### src/rtl/pipe_skid_reg_if.sv
// pipe_skid_reg_if: valid/ready handshake bundle between two pipeline stages
interface pipe_skid_reg_if #(
    parameter int DATA_W = 64
);
    logic              flush;
    logic              in_valid;
    logic              in_ready;
    logic [DATA_W-1:0] in_data;
    logic              out_valid;
    logic              out_ready;
    logic [DATA_W-1:0] out_data;

    modport master (
        output flush, in_valid, in_data, out_ready,
        input  in_ready, out_valid, out_data
    );

    modport slave (
        input  flush, in_valid, in_data, out_ready,
        output in_ready, out_valid, out_data
    );
endinterface

### src/rtl/pipe_skid_reg.sv
// pipe_skid_reg: elastic stage register with 2-entry skid buffer; optional counters via PIPE_SKID_PERF_EN
module pipe_skid_reg #(
    parameter int                DATA_W    = 64,
    parameter logic [DATA_W-1:0] FLUSH_VAL = {DATA_W{1'b0}},
    parameter int                CNT_W     = 16
) (
    input  logic              clk,
    input  logic              rst,
`ifdef PIPE_SKID_PERF_EN
    output logic [CNT_W-1:0]  stall_cnt,
    output logic [CNT_W-1:0]  flush_cnt,
`endif
    pipe_skid_reg_if.slave    bus
);
    typedef enum logic [1:0] {EMPTY, ONE, FULL} state_t;

    state_t            state, state_nx;
    logic [DATA_W-1:0] main_data, main_nx;
    logic [DATA_W-1:0] skid_data, skid_nx;
    logic              main_valid, skid_valid, acc, emit;

    assign main_valid    = state != EMPTY;
    assign skid_valid    = state == FULL;
    assign bus.in_ready  = ~skid_valid & ~rst;
    assign bus.out_valid = main_valid;
    assign bus.out_data  = main_data;
    assign acc           = bus.in_valid & bus.in_ready;
    assign emit          = main_valid & bus.out_ready;

    // state register and payload storage
    always_ff @(posedge clk) begin
        if (rst) begin
            state     <= EMPTY;
            main_data <= FLUSH_VAL;
            skid_data <= FLUSH_VAL;
        end else begin
            state     <= state_nx;
            main_data <= main_nx;
            skid_data <= skid_nx;
        end
    end

    // next state: flush wins, otherwise the skid FSM moves on acc/emit
    always_comb begin
        state_nx = state;
        main_nx  = main_data;
        skid_nx  = skid_data;
        if (bus.flush) begin
            state_nx = EMPTY;
            main_nx  = FLUSH_VAL;
            skid_nx  = FLUSH_VAL;
        end else begin
            case (state)
                EMPTY: if (acc) begin
                    state_nx = ONE;
                    main_nx  = bus.in_data;
                end
                ONE: if (acc && emit) begin
                    main_nx  = bus.in_data;
                end else if (acc) begin
                    state_nx = FULL;
                    skid_nx  = bus.in_data;
                end else if (emit) begin
                    state_nx = EMPTY;
                    main_nx  = FLUSH_VAL;
                end
                FULL: if (emit) begin
                    state_nx = ONE;
                    main_nx  = skid_data;
                    skid_nx  = FLUSH_VAL;
                end
                default: begin
                    state_nx = EMPTY;
                    main_nx  = FLUSH_VAL;
                    skid_nx  = FLUSH_VAL;
                end
            endcase
        end
    end

`ifdef PIPE_SKID_PERF_EN
    logic [CNT_W:0] flush_sum;

    assign flush_sum = {1'b0, flush_cnt} + {{CNT_W{1'b0}}, main_valid} + {{CNT_W{1'b0}}, skid_valid};

    // saturating stall and discarded-entry counters
    always_ff @(posedge clk) begin
        if (rst) begin
            stall_cnt <= '0;
            flush_cnt <= '0;
        end else begin
            if (main_valid && !bus.out_ready && !bus.flush && !(&stall_cnt))
                stall_cnt <= stall_cnt + 1'b1;
            if (bus.flush)
                flush_cnt <= flush_sum[CNT_W] ? {CNT_W{1'b1}} : flush_sum[CNT_W-1:0];
        end
    end
`endif
endmodule

### src/flat_wrapper.sv
// flat-port wrapper written by rule: the top's interface ports become plain ports
module pipe_skid_reg_flat 
#(
    parameter int                DATA_W    = 64,
    parameter logic [DATA_W-1:0] FLUSH_VAL = {DATA_W{1'b0}},
    parameter int                CNT_W     = 16
)
  (clk, rst, bus_flush, bus_in_valid, bus_in_data, bus_out_ready, bus_in_ready, bus_out_valid, bus_out_data);
  pipe_skid_reg_if #(.DATA_W(DATA_W)) bus_i ();
  input  logic clk;
  input  logic rst;
  input wire logic [$bits(bus_i.flush)-1:0] bus_flush;
  input wire logic [$bits(bus_i.in_valid)-1:0] bus_in_valid;
  input wire logic [$bits(bus_i.in_data)-1:0] bus_in_data;
  input wire logic [$bits(bus_i.out_ready)-1:0] bus_out_ready;
  output wire logic [$bits(bus_i.in_ready)-1:0] bus_in_ready;
  output wire logic [$bits(bus_i.out_valid)-1:0] bus_out_valid;
  output wire logic [$bits(bus_i.out_data)-1:0] bus_out_data;
  assign bus_i.flush = bus_flush;
  assign bus_i.in_valid = bus_in_valid;
  assign bus_i.in_data = bus_in_data;
  assign bus_i.out_ready = bus_out_ready;
  assign bus_in_ready = bus_i.in_ready;
  assign bus_out_valid = bus_i.out_valid;
  assign bus_out_data = bus_i.out_data;
  pipe_skid_reg #(.DATA_W(DATA_W), .FLUSH_VAL(FLUSH_VAL), .CNT_W(CNT_W)) u_core (.clk(clk), .rst(rst), .bus(bus_i));
endmodule
### config.mk
export PLATFORM = sky130hd
export DESIGN_NAME = pipe_skid_reg_flat
export DESIGN_NICKNAME = d
export VERILOG_FILES = /design/src/rtl/pipe_skid_reg_if.sv /design/src/rtl/pipe_skid_reg.sv /design/src/flat_wrapper.sv
export SDC_FILE = /design/constraint.sdc
export NUM_CORES = 1
export LEC_CHECK = 0
export BUFFER_PORTS_ARGS = -buffer_cell sky130_fd_sc_hd__buf_2
export CAP_MARGIN = 20
export CORE_UTILIZATION = 25
export CTS_BUF_LIST = sky130_fd_sc_hd__clkbuf_8
export DETAILED_ROUTE_END_ITERATION = 8
export PLACE_DENSITY = 0.54
export SYNTH_ARGS = -nofsm -noshare
export SYNTH_HDL_FRONTEND = slang
export SYNTH_SLANG_ARGS = --single-unit
### constraint.sdc
create_clock -name clk -period 3.5 [get_ports clk]
set_input_delay 0.7 -clock clk [delete_from_list [all_inputs] [get_ports clk]]
set_output_delay 0.7 -clock clk [all_outputs]
set_load 0.01 [all_outputs]
==> summary.md <==
| Metric | Value |
|---|---|
| Num rows | `58` |
| Most common cell after layout, fill and taps aside | `buf_2` |
| Hold-fix buffers, CTS | `0` |
| Drc violations | `0` |
| Area leader, netlist | `dfxtp_1` |
| # port buffers | `134` |
| Syn Area/Cell | `9.634 um2` |
| Initial antenna violation count | `2` |
| Layout cells sized above 1 | `0.2619` |
| CTS Buffer Depth | `2` |
| Final wirelength | `16960 um` |
| Clock Skew | `0.01115 ns` |
| Max-slew headroom | `0.4129` |
| RSZ-0062 raised after global routing | `false` |
| Crit path DAT | `1.71 ns` |
| Required time worst endpoint | `2.80 ns` |
| CP max-delay cell | `dfxtp_2` |
| Seq cells post-synth | `130` |
| # fillers | `2650` |
| Mapped Area | `0.006426 mm2` |
| Setup TNS | `0 ns` |
| Chip Width | `162.3 um` |
| CP max stage delay | `0.80 ns` |
| Number of global-route vias before repair | `5010` |
| Ys Warns | `0` |
| Crit path kind | `reg2out` |
| Final min period | `between 2 and 2.5 ns` |
| 1st-pass router iterations | `4` |
| Initial DRC Count | `256` |
| Total Routing Usage GR | `0.1314` |
| Via density | `4.634` |
| Startpoint Class | `flip-flop` |
| Area contributors post-synth | `dfxtp_1 (40%), mux2i_1 (20%), o2bb2ai_1 (8.7%)` |
| Share of the yosys chip area belonging to registers | `0.4050` |
| Status | `complete, no violations` |
| Asr flop ratio synth | `0` |
| Clock latency on the worst-skew pair | `approximately 0.43 ns` |
| Synthesized instance count | `667` |
| Die Y | `162.3 um` |
| CP cell instances | `nor2b_1 > nor2_1 > buf_2` |
| Number of synthesized flops with an enable pin | `0` |
| Global-route wire length before repair | `27070 um` |
| Max Cap Viol | `0` |
| Ys flop type | `dfxtp_1` |
| HP Class | `reg2reg` |
| Max Slew Vio Count | `0` |
| Worst-margin pin slew | `0.8807 ns` |
| Area Growth Syn to Fin | `19.37%` |
| Reg clk slew, reported paths | `0.08 ns` |
| CP Buf/Inv Count | `1` |
| Crit share post-route | `0.6885` |
| Post-synth top area share | `0.4050` |
| Htree depth | `4` |
| Nets@finish | `832` |
| Post-CTS Setup Repair Bufs | `0` |
| Fmax | `around 410 MHz` |
| Final HPWL DP | `10080 um` |
| Syn_nets | `roughly 740` |
| Crit path max-delay family | `flip-flops` |
| Total die area | `0.02635 mm2` |
| Num CTS Buffers | `17` |
| Power, Total | `around 3200 uW` |
| Initial Util | `0.2552` |
| Commonest cells after routing, fill and taps aside | `buf_2 (134), nor2_1 (131), mux2i_1 (129), dfxtp_1 (128)` |
| Leak | `roughly 0.0027 uW` |
| # resized after CTS | `0` |
| Routability cong. | `0.6766` |
| CTS tree | `yes` |
| Final hold violation count | `0` |
| Top Ports | `135` |
| Clock Sinks | `130` |
| Power Density | `412.4 mW/mm2` |
| Largest net degree at the start of global routing | `between 70 and 80` |
| CP max FO | `32` |
| Crit. End Element | `primary output` |
| Synth cell types | `24` |
| Setup violations, final | `0` |
| Vias | `5125` |
| DR WL/cell | `15.33 um` |
| CTS root buffer | `clkbuf_8` |
| Gr ovfl total | `0` |
| Post-layout util | `0.3046` |
| Area of the core | `between 0.02 and 0.03 mm2` |
| VDD IR max | `roughly 0.18 mV` |
| Detail Route Antenna Nets | `0` |
==> worst reg2reg max path: cells and delay by family, from the launching register on <==
| family | cells | cell delay [ns] |
|---|---|---|
| DFF | 1 | 0.80 |
| and+or+nand+nor | 2 | 0.37 |
| AOI/OAI and AO/OA | 2 | 0.96 |
==> Yosys cell counts, drive strengths merged (2+ instances only) <==
library cell and n:
nor2b 2, buf 40, mux2i 129, nor2 131, dfxtp 130, a21oi 3
or2 2, and2 64, clkbuf 27, a22oi 64, o2bb2ai 64, o22a 2
nor3b 2
==> power breakdown <==
part / total, uW / switching (uW) / leakage (uW) / internal [uW]
Clock: 1250 / 619 / 0.000191 / 627
Combinational: 396 / 237 / 0.00150 / 160
Sequential: 1520 / 20.9 / 0.00105 / 1500
Total: 3160 / 876 / 0.00275 / 2290
==> flip-flops by register name, summed over array words and instances, names as in the netlist <==
register	cells
u_core.state	2
u_core.skid_data	64
u_core.bus.out_data	64
==> cell type report <==
type	instances	area (um2)	share of cell area
clock buffer	21	289.0	0.03768
tap	330	412.9	0.05382
timing repair buffer	144	783.3	0.1021
clock inverter	10	85.08	0.01109
multi-input combinational	470	3491	0.4551
antenna	1	2.502	0.0003262
sequential	130	2608	0.3399
==> layer usage <==
metal / wire, um / vias to the layer above / track usage
li1: - / 2573 / -
met1: 8186 / 2456 / 0.1661
met2: 7946 / 89 / 0.2172
met3: 664 / 7 / 0.03498
met4: 159 / 0 / 0.03902
met5: 0 / - / 0
==> per-stage QoR <==
step	std cells	setup WS (ns)	cell area (um2)	hold slack [ns]
after detailed placement	1074	1.208	7295	0.4850
after global routing	1105	0.9199	7669	0.5249
after global placement	1074	1.212	7295	0.4736
after floorplan	667	1.578	6426	0.4601
final	1106	1.090	7671	0.4955
after CTS	1105	1.003	7669	0.5028
==> worst paths after layout <==
path	to	from	cells past startpoint	slack, ns
worst min register to register	u_core.skid_data[9]	u_core.skid_data[9]	2	0.50
worst max-delay path	bus_in_ready	u_core.state[0]	3	1.09
worst min-delay path	u_core.skid_data[9]	u_core.skid_data[9]	2	0.50
worst max register to register	u_core.bus.out_data[57]	u_core.state[0]	4	1.32
==> cells by family after synthesis <==
kind of cell    count (synthesis)  share of synthesized area
compound gates                135                     0.1854
flops                         130                     0.4050
simple gates                  206                     0.1519
mux                           129                     0.2009
buf+inv                        67                    0.05686
(Power assumes the default switching activity.)
